### config.mk
export PLATFORM = sky130hd
export DESIGN_NAME = instr_prefetch_queue_flat
export DESIGN_NICKNAME = d
export VERILOG_FILES = /design/src/rtl/instr_prefetch_queue_if.sv /design/src/rtl/instr_prefetch_queue.sv /design/src/flat_wrapper.sv
export SDC_FILE = /design/constraint.sdc
export NUM_CORES = 1
export LEC_CHECK = 0
export ABC_AREA = 1
export CAP_MARGIN = 20
export CORE_MARGIN = 3
export CORE_UTILIZATION = 55
export DETAILED_ROUTE_END_ITERATION = 16
export PLACE_DENSITY = 0.84
export SYNTH_ARGS = -nofsm -noshare
export SYNTH_HDL_FRONTEND = slang
export SYNTH_SLANG_ARGS = --single-unit
export TNS_END_PERCENT = 10
### constraint.sdc
create_clock -name i_clk -period 10.85 [get_ports i_clk]
set_input_delay 2.17 -clock i_clk [delete_from_list [all_inputs] [get_ports i_clk]]
set_output_delay 2.17 -clock i_clk [all_outputs]
set_load 0.01 [all_outputs]
### src/rtl/instr_prefetch_queue_if.sv
// rtl/instr_prefetch_queue_if.sv - fetch port, redirect and IF/ID handoff signals of the prefetch queue
// master: the prefetch unit itself; slave: memory, branch unit and IF/ID stage around it.
interface instr_prefetch_queue_if #(
  parameter int DEPTH = 4
);
  localparam int CW = $clog2(DEPTH) + 1;

  logic          redirect_valid;
  logic [31:0]   redirect_pc;
  logic          mem_req;
  logic [31:0]   mem_addr;
  logic          mem_ack;
  logic [31:0]   mem_rdata;
  logic          out_valid;
  logic [31:0]   out_instr;
  logic [31:0]   out_pc_4;
  logic          out_ready;
  logic [CW-1:0] count;

  modport master (
    input  redirect_valid, redirect_pc, mem_ack, mem_rdata, out_ready,
    output mem_req, mem_addr, out_valid, out_instr, out_pc_4, count
  );

  modport slave (
    output redirect_valid, redirect_pc, mem_ack, mem_rdata, out_ready,
    input  mem_req, mem_addr, out_valid, out_instr, out_pc_4, count
  );
endinterface

### src/rtl/instr_prefetch_queue.sv
// rtl/instr_prefetch_queue.sv - instruction prefetch FIFO with one-outstanding fetch port and redirect flush
// Words are queued as {pc+4, instr}; a redirect empties the queue and drops any fetch still in flight.
module instr_prefetch_queue #(
  parameter int          DEPTH    = 4,
  parameter logic [31:0] RESET_PC = 32'h0000_0000
) (
  input  logic                   i_clk,
  input  logic                   i_rst,
  instr_prefetch_queue_if.master io_pq
);
  localparam int AW = $clog2(DEPTH);
  localparam int CW = AW + 1;
  localparam logic [CW-1:0] DEPTH_C = CW'(DEPTH);

  localparam logic [1:0] S_IDLE = 2'd0;
  localparam logic [1:0] S_WAIT = 2'd1;
  localparam logic [1:0] S_DROP = 2'd2;

  logic [1:0]    r_state;
  logic [31:0]   r_fetch_pc;
  logic          r_mem_req;
  logic [31:0]   r_mem_addr;
  logic [AW-1:0] r_wr_ptr;
  logic [AW-1:0] r_rd_ptr;
  logic [CW-1:0] r_count;
  logic [31:0]   r_instr [DEPTH];
  logic [31:0]   r_pc_4  [DEPTH];

  logic          w_redirect;
  logic          w_pop;
  logic          w_push;
  logic [CW-1:0] w_count_nxt;
  logic          w_space;
  logic [31:0]   w_fetch_pc_inc;

  assign w_redirect     = io_pq.redirect_valid;
  assign w_pop          = (r_count != '0) && io_pq.out_ready && !w_redirect;
  assign w_push         = io_pq.mem_ack && (r_state == S_WAIT) && !w_redirect;
  assign w_count_nxt    = r_count + {{(CW-1){1'b0}}, w_push} - {{(CW-1){1'b0}}, w_pop};
  // Requests only go out when the word they return is guaranteed a slot.
  assign w_space        = w_count_nxt < DEPTH_C;
  assign w_fetch_pc_inc = r_fetch_pc + 32'd4;

  always_ff @(posedge i_clk) begin
    if (i_rst) begin
      r_state    <= S_IDLE;
      r_fetch_pc <= RESET_PC;
      r_mem_req  <= 1'b0;
      r_mem_addr <= RESET_PC;
    end else begin
      case (r_state)
        S_IDLE: begin
          if (w_redirect) begin
            r_fetch_pc <= io_pq.redirect_pc;
          end else if (w_space) begin
            r_state    <= S_WAIT;
            r_mem_req  <= 1'b1;
            r_mem_addr <= r_fetch_pc;
          end
        end
        S_WAIT: begin
          if (io_pq.mem_ack) begin
            if (w_redirect) begin
              r_fetch_pc <= io_pq.redirect_pc;
              r_mem_req  <= 1'b0;
              r_state    <= S_IDLE;
            end else begin
              r_fetch_pc <= w_fetch_pc_inc;
              if (w_space) begin
                r_mem_addr <= w_fetch_pc_inc;
              end else begin
                r_mem_req <= 1'b0;
                r_state   <= S_IDLE;
              end
            end
          end else if (w_redirect) begin
            // The old request stays on the bus until memory answers it.
            r_fetch_pc <= io_pq.redirect_pc;
            r_state    <= S_DROP;
          end
        end
        S_DROP: begin
          if (w_redirect) begin
            r_fetch_pc <= io_pq.redirect_pc;
          end
          if (io_pq.mem_ack) begin
            r_mem_req <= 1'b0;
            r_state   <= S_IDLE;
          end
        end
        default: begin
          r_state   <= S_IDLE;
          r_mem_req <= 1'b0;
        end
      endcase
    end
  end

  always_ff @(posedge i_clk) begin
    if (i_rst || w_redirect) begin
      r_wr_ptr <= '0;
      r_rd_ptr <= '0;
      r_count  <= '0;
    end else begin
      if (w_push) begin
        r_wr_ptr <= r_wr_ptr + 1'b1;
      end
      if (w_pop) begin
        r_rd_ptr <= r_rd_ptr + 1'b1;
      end
      r_count <= w_count_nxt;
    end
  end

  always_ff @(posedge i_clk) begin
    if (i_rst) begin
      for (int i = 0; i < DEPTH; i++) begin
        r_instr[i] <= '0;
        r_pc_4[i]  <= '0;
      end
    end else if (w_push) begin
      r_instr[r_wr_ptr] <= io_pq.mem_rdata;
      r_pc_4[r_wr_ptr]  <= r_mem_addr + 32'd4;
    end
  end

  assign io_pq.mem_req   = r_mem_req;
  assign io_pq.mem_addr  = r_mem_addr;
  assign io_pq.out_valid = (r_count != '0);
  assign io_pq.out_instr = r_instr[r_rd_ptr];
  assign io_pq.out_pc_4  = r_pc_4[r_rd_ptr];
  assign io_pq.count     = r_count;
endmodule
### src/flat_wrapper.sv
// flat-port wrapper written by rule: the top's interface ports become plain ports
module instr_prefetch_queue_flat 
#(
  parameter int          DEPTH    = 4,
  parameter logic [31:0] RESET_PC = 32'h0000_0000
)
  (i_clk, i_rst, io_pq_redirect_valid, io_pq_redirect_pc, io_pq_mem_ack, io_pq_mem_rdata, io_pq_out_ready, io_pq_mem_req, io_pq_mem_addr, io_pq_out_valid, io_pq_out_instr, io_pq_out_pc_4, io_pq_count);
  instr_prefetch_queue_if #(.DEPTH(DEPTH)) io_pq_i ();
  input  logic i_clk;
  input  logic i_rst;
  input wire logic [$bits(io_pq_i.redirect_valid)-1:0] io_pq_redirect_valid;
  input wire logic [$bits(io_pq_i.redirect_pc)-1:0] io_pq_redirect_pc;
  input wire logic [$bits(io_pq_i.mem_ack)-1:0] io_pq_mem_ack;
  input wire logic [$bits(io_pq_i.mem_rdata)-1:0] io_pq_mem_rdata;
  input wire logic [$bits(io_pq_i.out_ready)-1:0] io_pq_out_ready;
  output wire logic [$bits(io_pq_i.mem_req)-1:0] io_pq_mem_req;
  output wire logic [$bits(io_pq_i.mem_addr)-1:0] io_pq_mem_addr;
  output wire logic [$bits(io_pq_i.out_valid)-1:0] io_pq_out_valid;
  output wire logic [$bits(io_pq_i.out_instr)-1:0] io_pq_out_instr;
  output wire logic [$bits(io_pq_i.out_pc_4)-1:0] io_pq_out_pc_4;
  output wire logic [$bits(io_pq_i.count)-1:0] io_pq_count;
  assign io_pq_i.redirect_valid = io_pq_redirect_valid;
  assign io_pq_i.redirect_pc = io_pq_redirect_pc;
  assign io_pq_i.mem_ack = io_pq_mem_ack;
  assign io_pq_i.mem_rdata = io_pq_mem_rdata;
  assign io_pq_i.out_ready = io_pq_out_ready;
  assign io_pq_mem_req = io_pq_i.mem_req;
  assign io_pq_mem_addr = io_pq_i.mem_addr;
  assign io_pq_out_valid = io_pq_i.out_valid;
  assign io_pq_out_instr = io_pq_i.out_instr;
  assign io_pq_out_pc_4 = io_pq_i.out_pc_4;
  assign io_pq_count = io_pq_i.count;
  instr_prefetch_queue #(.DEPTH(DEPTH), .RESET_PC(RESET_PC)) u_core (.i_clk(i_clk), .i_rst(i_rst), .io_pq(io_pq_i));
endmodule
=== After elaboration in Yosys (flattened, before gate mapping) ===
Memory sizes are Yosys's and may differ from the RTL's. A register that Yosys moved wholly into a read port is not among the register bits.
Cells that the tools add are included.

* Register bits after elaboration: 74
* RAM bits: 256
* Input bits: 69
* Output and inout port bits: 101
* Word-level logic and storage cells: 82
* Memories: 2

{| class="wikitable"
|+ Memories
! name !! depth !! width !! rd ports !! clocked after Yosys merged registers in !! wr ports !! line !! source
|-
| u_core.r_instr || 4 || 32 || 1 || 1 || 4 || instr_prefetch_queue.sv:26 || <nowiki>logic [31:0] r_instr [DEPTH];</nowiki>
|-
| u_core.r_pc_4 || 4 || 32 || 1 || 1 || 4 || instr_prefetch_queue.sv:27 || <nowiki>logic [31:0] r_pc_4 [DEPTH];</nowiki>
|}

* $add $sub $neg: 6
* $lt $le $gt $ge: 1
* Equality and inequality tests: 10
* Muxes and demuxes: 40
* Reduce and logical (&&, ||, !) cells: 16

{| class="wikitable"
|+ Operator list
! kind !! count
|-
| $mux 32 || 10
|-
| $pmux 32 s2 || 2
|-
| $add 32x3->32 const B || 2
|-
| $reduce_or 32->1 || 2
|-
| $mux 2 || 13
|-
| $mux 1 || 13
|-
| $reduce_and 5->1 || 2
|-
| $ne 2x2->1 const B || 4
|-
| $ne 3x3->1 const B || 2
|-
| $pmux 2 s3 || 1
|-
| $reduce_and 6->1 || 1
|-
| $add 2x1->2 const B || 2
|-
| $logic_and 1x1->1 || 4
|-
| $ne 2x1->1 const B || 2
|-
| $reduce_bool 2->1 || 2
|-
| $add 3x1->3 || 1
|-
| $lt 3x3->1 const B || 1
|-
| $pmux 1 s3 || 1
|-
| $reduce_bool 3->1 || 1
|-
| $sub 3x1->3 || 1
|-
| $eq 2x1->1 const B || 1
|-
| $eq 2x2->1 const B || 1
|-
| $logic_not 2->1 || 1
|-
| $reduce_or 2->1 || 1
|-
| 2 further kinds || 2
|}

=== Logic depth before layout (Yosys ltp) ===
Gate-level depths: netlist of the first run.

* Depth in word-level cells: 10
* Depth in mapped cells: 15
* Mapped depth without buffers: 15

=== Worst setup path after synthesis of the first run ===
OpenSTA, ideal clock, no wires.

* Path kind: input port to flip-flop
* From: in io_pq_mem_ack
* To: mem u_core.r_instr[3][0] (enable)
* Library setup time: 0.581 ns
* Data arrival time: 7.649 ns
* Data required time: 10.269 ns
* Setup slack: 2.620 ns
* Stages: 7
* Buffers on the path: 1
* Cells stage by stage: buf_4 > nand2_4 > nor2_4 > inv_2 > nor2_2 > inv_2 > o31ai_1

{| class="wikitable"
|+ RTL lines
! element !! line !! source
|-
| start, declared || flat_wrapper.sv:13 || <nowiki>input wire logic [$bits(io_pq_i.mem_ack)-1:0] io_pq_mem_ack;</nowiki>
|-
| end, declared || instr_prefetch_queue.sv:26 ||
|}

==> metrics.csv, run 1 <==
metric,value,unit
TNS Setup,0,ps
RSZ-0062 raised after global routing,false,
full die area,0.0321,mm^2
IO Pins,170,
detailed-route vias per instance,5.90,
# port buffers,169,
register area share after synthesis,55.9,%
filler-free cell count of the finished design,2376,
Worst setup SP type,register,
"Slew Viols, Final",0,
leakage,7.17,nW
fin crit period,6090,ps
CP max FO,65,
Syn Nets,1918,
share of the synthesized area in the top cell type,46.7,%
Max Buffers Root-to-Sink,3,
number of synthesized register bits,332,
Synth area leaders,"edfxtp_1 (47%), nor2_1 (9.6%), dfxtp_1 (9.2%)",
DP HPWL,29.2,mm
CP Capture Type,output pin,
Final Wtd Congestion,0.963,
Peak VDD IR,134,uV
Mapped Avg Cell Area,8.93,um^2
CTS Buf Count,35,
largest net degree at the start of global routing,79,
Die X-Extent,179,um
Resized cells post-CTS,0,
number of synthesized flops with an enable pin,256,
initial antenna violation count,0,
CTS tree,yes,
status,"complete, no violations",
H-tree depth,2,
WP data arrival,3920,ps
Setup CP Type,register to output pin,
Worst Path Required,8680,ps
final setup vio count,0,
Clock transition at path regs,60,ps
max-capacitance violation count,0,
clock skew,26.5,ps
M2 GR Usage,47.5,%
post-route cell area,0.0196,mm^2
Hold Fails Final Rpt,0,
CTS Root Cell,clkbuf_16,
met1 Use GR,37.2,%
height of the die,179,um
Synth Cell Area,0.0165,mm^2
global-route wire length before repair,70.8,mm
routed wire length per instance,19.5,um
"wirelength, routed",46.3,mm
"Distinct cells, synth",55,
Power Total,0.00304,W
Num Clock Sinks,332,
number of detailed-route iterations in the first pass,5,
global route overflow,0,
placed insts,2315,
Post-synth ARST share,0,%
Syn Inst Count,1844,
# diodes,0,
post-synth top area cell,edfxtp_1,
Initial DRC Count,1797,
Nets,2043,
Rows,62,
Hold Path Class,register to register,
Main synth FF type,edfxtp_1,
Area Overhead vs Synth,18.9,%
Post-CTS Setup Inserts,0,
Tightest Pin Transition,990,ps
Max Freq,0.164,GHz
Slew HR,34.0,%
Remaining DRCs,0,
synth warn,0,
later-pin clock latency in the skew report,520,ps
Starting Density,56.6,%
gr busiest metal,met2,
Final ANT Viol Nets,0,
fraction of layout cells with a size suffix above 1,11.5,%
Core ar.,0.0291,mm^2
number of global-route vias before repair,13400,
CTS Hold Bufs,0,
# fillers,2172,
met3 usage,3.68,%
Area after DPL,0.0184,mm^2
GRT Resource Usage Total,28.1,%
PD cells,155,mW/mm^2
vias,14000,
Tcrit/Tclk final,56.1,%
[worst max-delay path: stages (launching register included)]
cell and delay, ps:
dfxtp_2 310, buf_4 510, clkinv_1 950, buf_4 560, o21ai_0 200, o22ai_1 190, clkdlybuf4s50_1 580
[layout make-up]
cell class | count | area (um^2) | share of cell area [%]
clock buffers | 44 | 960 | 4.90
clock inverters | 16 | 250 | 1.28
inverters | 196 | 741 | 3.78
multi-input cells | 1218 | 6090 | 31.1
flip-flops and latches | 332 | 9210 | 47.1
well taps | 384 | 480 | 2.45
repair buffers | 186 | 1840 | 9.42
[registers in the layout (all words and copies together) (netlist names), 2 cells and up, named ones only]
| name | cells |
|---|---|
| u_core.r_rd_ptr | 2 |
| u_core.r_instr | 128 |
| u_core.r_pc_4 | 128 |
| u_core.r_state | 2 |
| u_core.io_pq.count | 3 |
| u_core.r_wr_ptr | 2 |
| u_core.io_pq.mem_addr | 32 |
| u_core.r_fetch_pc | 32 |
[cells in the mapped netlist (all sizes together) (5+ instances only)]
cell	instances
nor2	476
edfxtp	256
nand2	223
inv	195
o21ai	192
a21oi	92
dfxtp	76
o22ai	65
clkbuf	64
nand3	55
buf	34
nor3	27
xor2	19
nand4	14
nand3b	7
a31oi	6
a211oi	5
[power by group]
group	switching, W	internal [W]	leakage, nW
logic	0.000175	0.000116	3.31
clock network	0.000492	0.000773	0.590
registers	0.0000563	0.00143	3.27
[final timing paths]
kind / from / endpoint / slack (ps) / depth (start not counted)
min reg2reg: u_core.io_pq.mem_req / u_core.io_pq.mem_req / 460 / 2
min: u_core.io_pq.mem_req / u_core.io_pq.mem_req / 460 / 2
max reg2reg: u_core.r_state[0] / u_core.r_instr[1][25] / 7250 / 7
max: register / io_pq_out_pc_4[7] / 4760 / 6
[layer usage]
metal	up-vias	part of all wire, %
li1	6425	-
met1	6661	39
met2	821	49
met3	122	8.6
met4	0	3.7
met5	-	0
[logic make-up after synthesis]
family	share of synthesized area (%)
and+or+nand+nor	22.1
AOI/OAI and AO/OA	13.0
DFF	55.9
buffers and inverters	7.30
xor gates and xnor gates	1.27
adders and majority gates	0.425
[placed cells by master (no fill, tap or decap), types with 6 or more instances in the layout]
cell	instances
a21oi_1	73
nand3b_1	6
nand4_1	13
o21ai_0	190
a31oi_1	6
edfxtp_1	256
clkbuf_16	35
nand2_1	213
nand2_2	8
nor2_1	422
xor2_1	18
dfxtp_1	74
nor3_2	7
a21oi_2	19
inv_1	136
nor3_1	20
inv_2	56
nor2_4	39
clkdlybuf4s50_1	169
o22ai_1	65
nand3_1	54
buf_4	15
bufinv_16	6
nor2_2	15
[stage by stage]
step	hold slack, ps	worst slack [ps]	utilization, %
after floorplan	466	2620	-
after global placement	454	4950	63.0
after detailed placement	462	4820	63.1
after CTS	471	4880	67.2
after global routing	508	4590	67.3
final	464	4760	67.3
(Power assumes the default switching activity.)
==> inputs of run 2 (changes only) <==
Settings changed: CORE_UTILIZATION 55 to 52, PLACE_DENSITY 0.84 to 0.83.
Clock period 10.85 ns to 5.5 ns, I/O delays scaled along.
==> run 2 against run 1 <==
  * Non-clock buffer count grew 4
  * Die area grew 5.6%
  * Critical path depth shrank 1
  * Clock skew shrank 13 ps
  * Routed wire length is essentially flat
  * Sequential power grew 98%
  * Core utilization shrank 4.1 points
  * Worst hold slack gained 6.3 ps
  * Register-to-register slack lost 5200 ps
  * Clock-buffer cell count grew 1
  * Global-route usage shrank 1.4 points
  * Highest routed layer unchanged
==> metrics.csv, run 2 (synthesis results as in run 1) <==
metric,value,unit,change
fraction of layout cells with a size suffix above 1,11.3,%,was 11.5%
Peak VDD IR,226,uV,was 134 uV
Rows,64,,was 62
fin crit period,4650,ps,
# port buffers,169,,unchanged
CP max FO,75,,was 65
RSZ-0062 raised after global routing,false,,unchanged
Resized cells post-CTS,0,,unchanged
clock skew,13.4,ps,was 26.5 ps
H-tree depth,2,,unchanged
global route overflow,0,,unchanged
R2R cell count,12,,was 7
cells along the critical path,clkinv_2 -> buf_12 -> o21ai_0 -> o22ai_1 -> clkdlybuf4s50_1,,was buf_4 -> clkinv_1 -> buf_4 -> o21ai_0 -> o22ai_1 -> clkdlybuf4s50_1
global-route wire length before repair,71.3,mm,was 70.8 mm
placed insts,2332,,was 2315
Core ar.,0.0309,mm^2,was 0.0291 mm^2
height of the die,184,um,was 179 um
Worst Path Required,4400,ps,was 8680 ps
Post-CTS Setup Inserts,0,,unchanged
sequential power share,50.4,%,was 48.8%
Reg2Reg Setup Slack,2090,ps,was 7250 ps
later-pin clock latency in the skew report,520,ps,about the same
CTS Hold Bufs,0,,unchanged
clock share of power,39.7,%,was 41.6%
PD cells,297,mW/mm^2,was 155 mW/mm^2
Int Pwr,0.00437,W,was 0.00231 W
Worst path depth,5,,was 6
full die area,0.0339,mm^2,was 0.0321 mm^2
detailed-route vias per instance,5.74,,was 5.90
vias,13800,,was 14000
Num Clock Sinks,332,,unchanged
Tightest Pin Transition,988,ps,was 990 ps
Top Registers,"u_core.r_instr: 128 flops, u_core.r_pc_4: 128 flops",,unchanged
leakage,7.16,nW,was 7.17 nW
final core utilization,63.3,%,was 67.3%
most frequent cells in the layout,"nor2_1 (422), edfxtp_1 (256), nand2_1 (213), o21ai_0 (190), clkdlybuf4s50_1 (169)",,unchanged
Max Freq,0.215,GHz,
routed wire length per instance,19.3,um,was 19.5 um
Bufs and invs on worst path,3,,was 4
capturing point of the worst reg2reg path,u_core.io_pq.mem_addr[16],,was u_core.r_instr[1][25]
Nets,2049,,was 2043
GRT Resource Usage Total,26.8,%,was 28.1%
number of detailed-route iterations in the first pass,5,,unchanged
CTS Buf Count,37,,was 35
"most common cell after layout, fill and taps aside",nor2_1,,unchanged
Initial DRC Count,1375,,was 1797
combinational power share,10.0,%,was 9.6%
Area Overhead vs Synth,18.7,%,was 18.9%
Slew HR,34.1,%,was 34.0%
WP data arrival,3550,ps,was 3920 ps
Final Wtd Congestion,0.969,,was 0.963
CP Capture Type,output pin,,unchanged
DP HPWL,29.5,mm,was 29.2 mm
Remaining DRCs,0,,unchanged
largest net degree at the start of global routing,76,,was 79
Clock transition at path regs,60,ps,about the same
Die X-Extent,184,um,was 179 um
# diodes,0,,unchanged
Max Buffers Root-to-Sink,3,,unchanged
IO Pins,170,,unchanged
Starting Density,53.3,%,was 56.6%
worst stage delay on the critical path,800,ps,was 950 ps
Hold Path Class,register to register,,unchanged
switching portion of total power,24.7,%,was 23.8%
filler-free cell count of the finished design,2398,,was 2376
Hold Fails Final Rpt,0,,unchanged
TNS Setup,0,ps,unchanged
reg2reg start,u_core.r_state[0],,unchanged
Critical-path top delay cell,clkinv_2,,was clkinv_1
number of global-route vias before repair,13100,,was 13400
"Slew Viols, Final",0,,unchanged
Worst setup SP type,register,,unchanged
Final ANT Viol Nets,0,,unchanged
Net Switching,0.00143,W,was 0.000724 W
initial antenna violation count,0,,unchanged
"wirelength, routed",46.3,mm,about the same
max-capacitance violation count,0,,unchanged
Tcrit/Tclk final,84.5,%,
Setup CP Type,register to output pin,,unchanged
status,"complete, no violations",,unchanged
CTS tree,yes,,unchanged
cell family with most CP delay,buffers and inverters,,unchanged
Setup crit end,io_pq_out_instr[13],,was io_pq_out_pc_4[7]
CTS Root Cell,clkbuf_16,,unchanged
final setup vio count,0,,unchanged
run 2: cell types whose count changed in the layout (fill, tap and decap cells not counted), sizes merged:
| cell | change |
|---|---|
| clkbuf | +1 |
| clkinv | +10 |
| buf | +4 |
| clkinvlp | -1 |
| bufinv | -4 |
run 2: layout make-up:
cell class / count / area, um^2
clock buffers: 45 / 956
clock inverters: 21 / 146
fillers: 2483 / 11400
inverters: 196 / 742
multi-input cells: 1218 / 6090
flip-flops and latches: 332 / 9210
well taps: 396 / 495
repair buffers: 190 / 1910
run 2: worst min-delay path by stage:
stage | depth (start not counted) | start | slack (ps) | endpoint
3_5_place_dp | 2 | u_core.io_pq.mem_req | 470 | u_core.io_pq.mem_req
6_report | 2 | u_core.io_pq.mem_req | 470 | u_core.io_pq.mem_req
3_3_place_gp | 2 | u_core.io_pq.mem_req | 460 | u_core.io_pq.mem_req
5_1_grt | 2 | u_core.io_pq.mem_req | 500 | u_core.io_pq.mem_req
2_1_floorplan | 2 | u_core.r_fetch_pc[3] | 470 | u_core.r_fetch_pc[3]
4_1_cts | 2 | u_core.io_pq.mem_req | 470 | u_core.io_pq.mem_req
run 2: routing by layer:
layer  GRT usage [%]  vias to the layer above  wire [um]
met5               0                        -          0
met3            4.89                      107       3950
met1            35.4                     6509      18700
met2            44.9                      701      22200
li1                -                     6450          -
met4            8.92                        0       1460
run 2: through the flow:
stage	area (um^2)	hold WS, ps	total power, W	worst slack (ps)
floorplan	16500	466	0.00326	352
global placement	18500	456	0.00353	1050
detailed placement	18500	466	0.00355	932
CTS	19600	475	0.00582	905
global route	19600	499	0.00599	678
finish	19600	470	0.00581	855
run 2: power groups by stage:
| stage | Combinational (W) | Sequential [W] | Clock [W] |
|---|---|---|---|
| 2_1_floorplan | 0.000322 | 0.00294 | 0 |
| 3_3_place_gp | 0.000566 | 0.00297 | 0 |
| 3_5_place_dp | 0.000574 | 0.00297 | 0 |
| 4_1_cts | 0.000579 | 0.00292 | 0.00232 |
| 5_1_grt | 0.000629 | 0.00294 | 0.00242 |
| 6_report | 0.000578 | 0.00293 | 0.00230 |
run 2: worst reg2reg max path, delay by kind of cell (launching register included):
family	cells	cell delay (ps)
DFF	1	570
adders and majority gates	2	460
and+or+nand+nor	4	850
xor gates and xnor gates	1	260
buffers and inverters	3	790
AOI/OAI and AO/OA	2	380
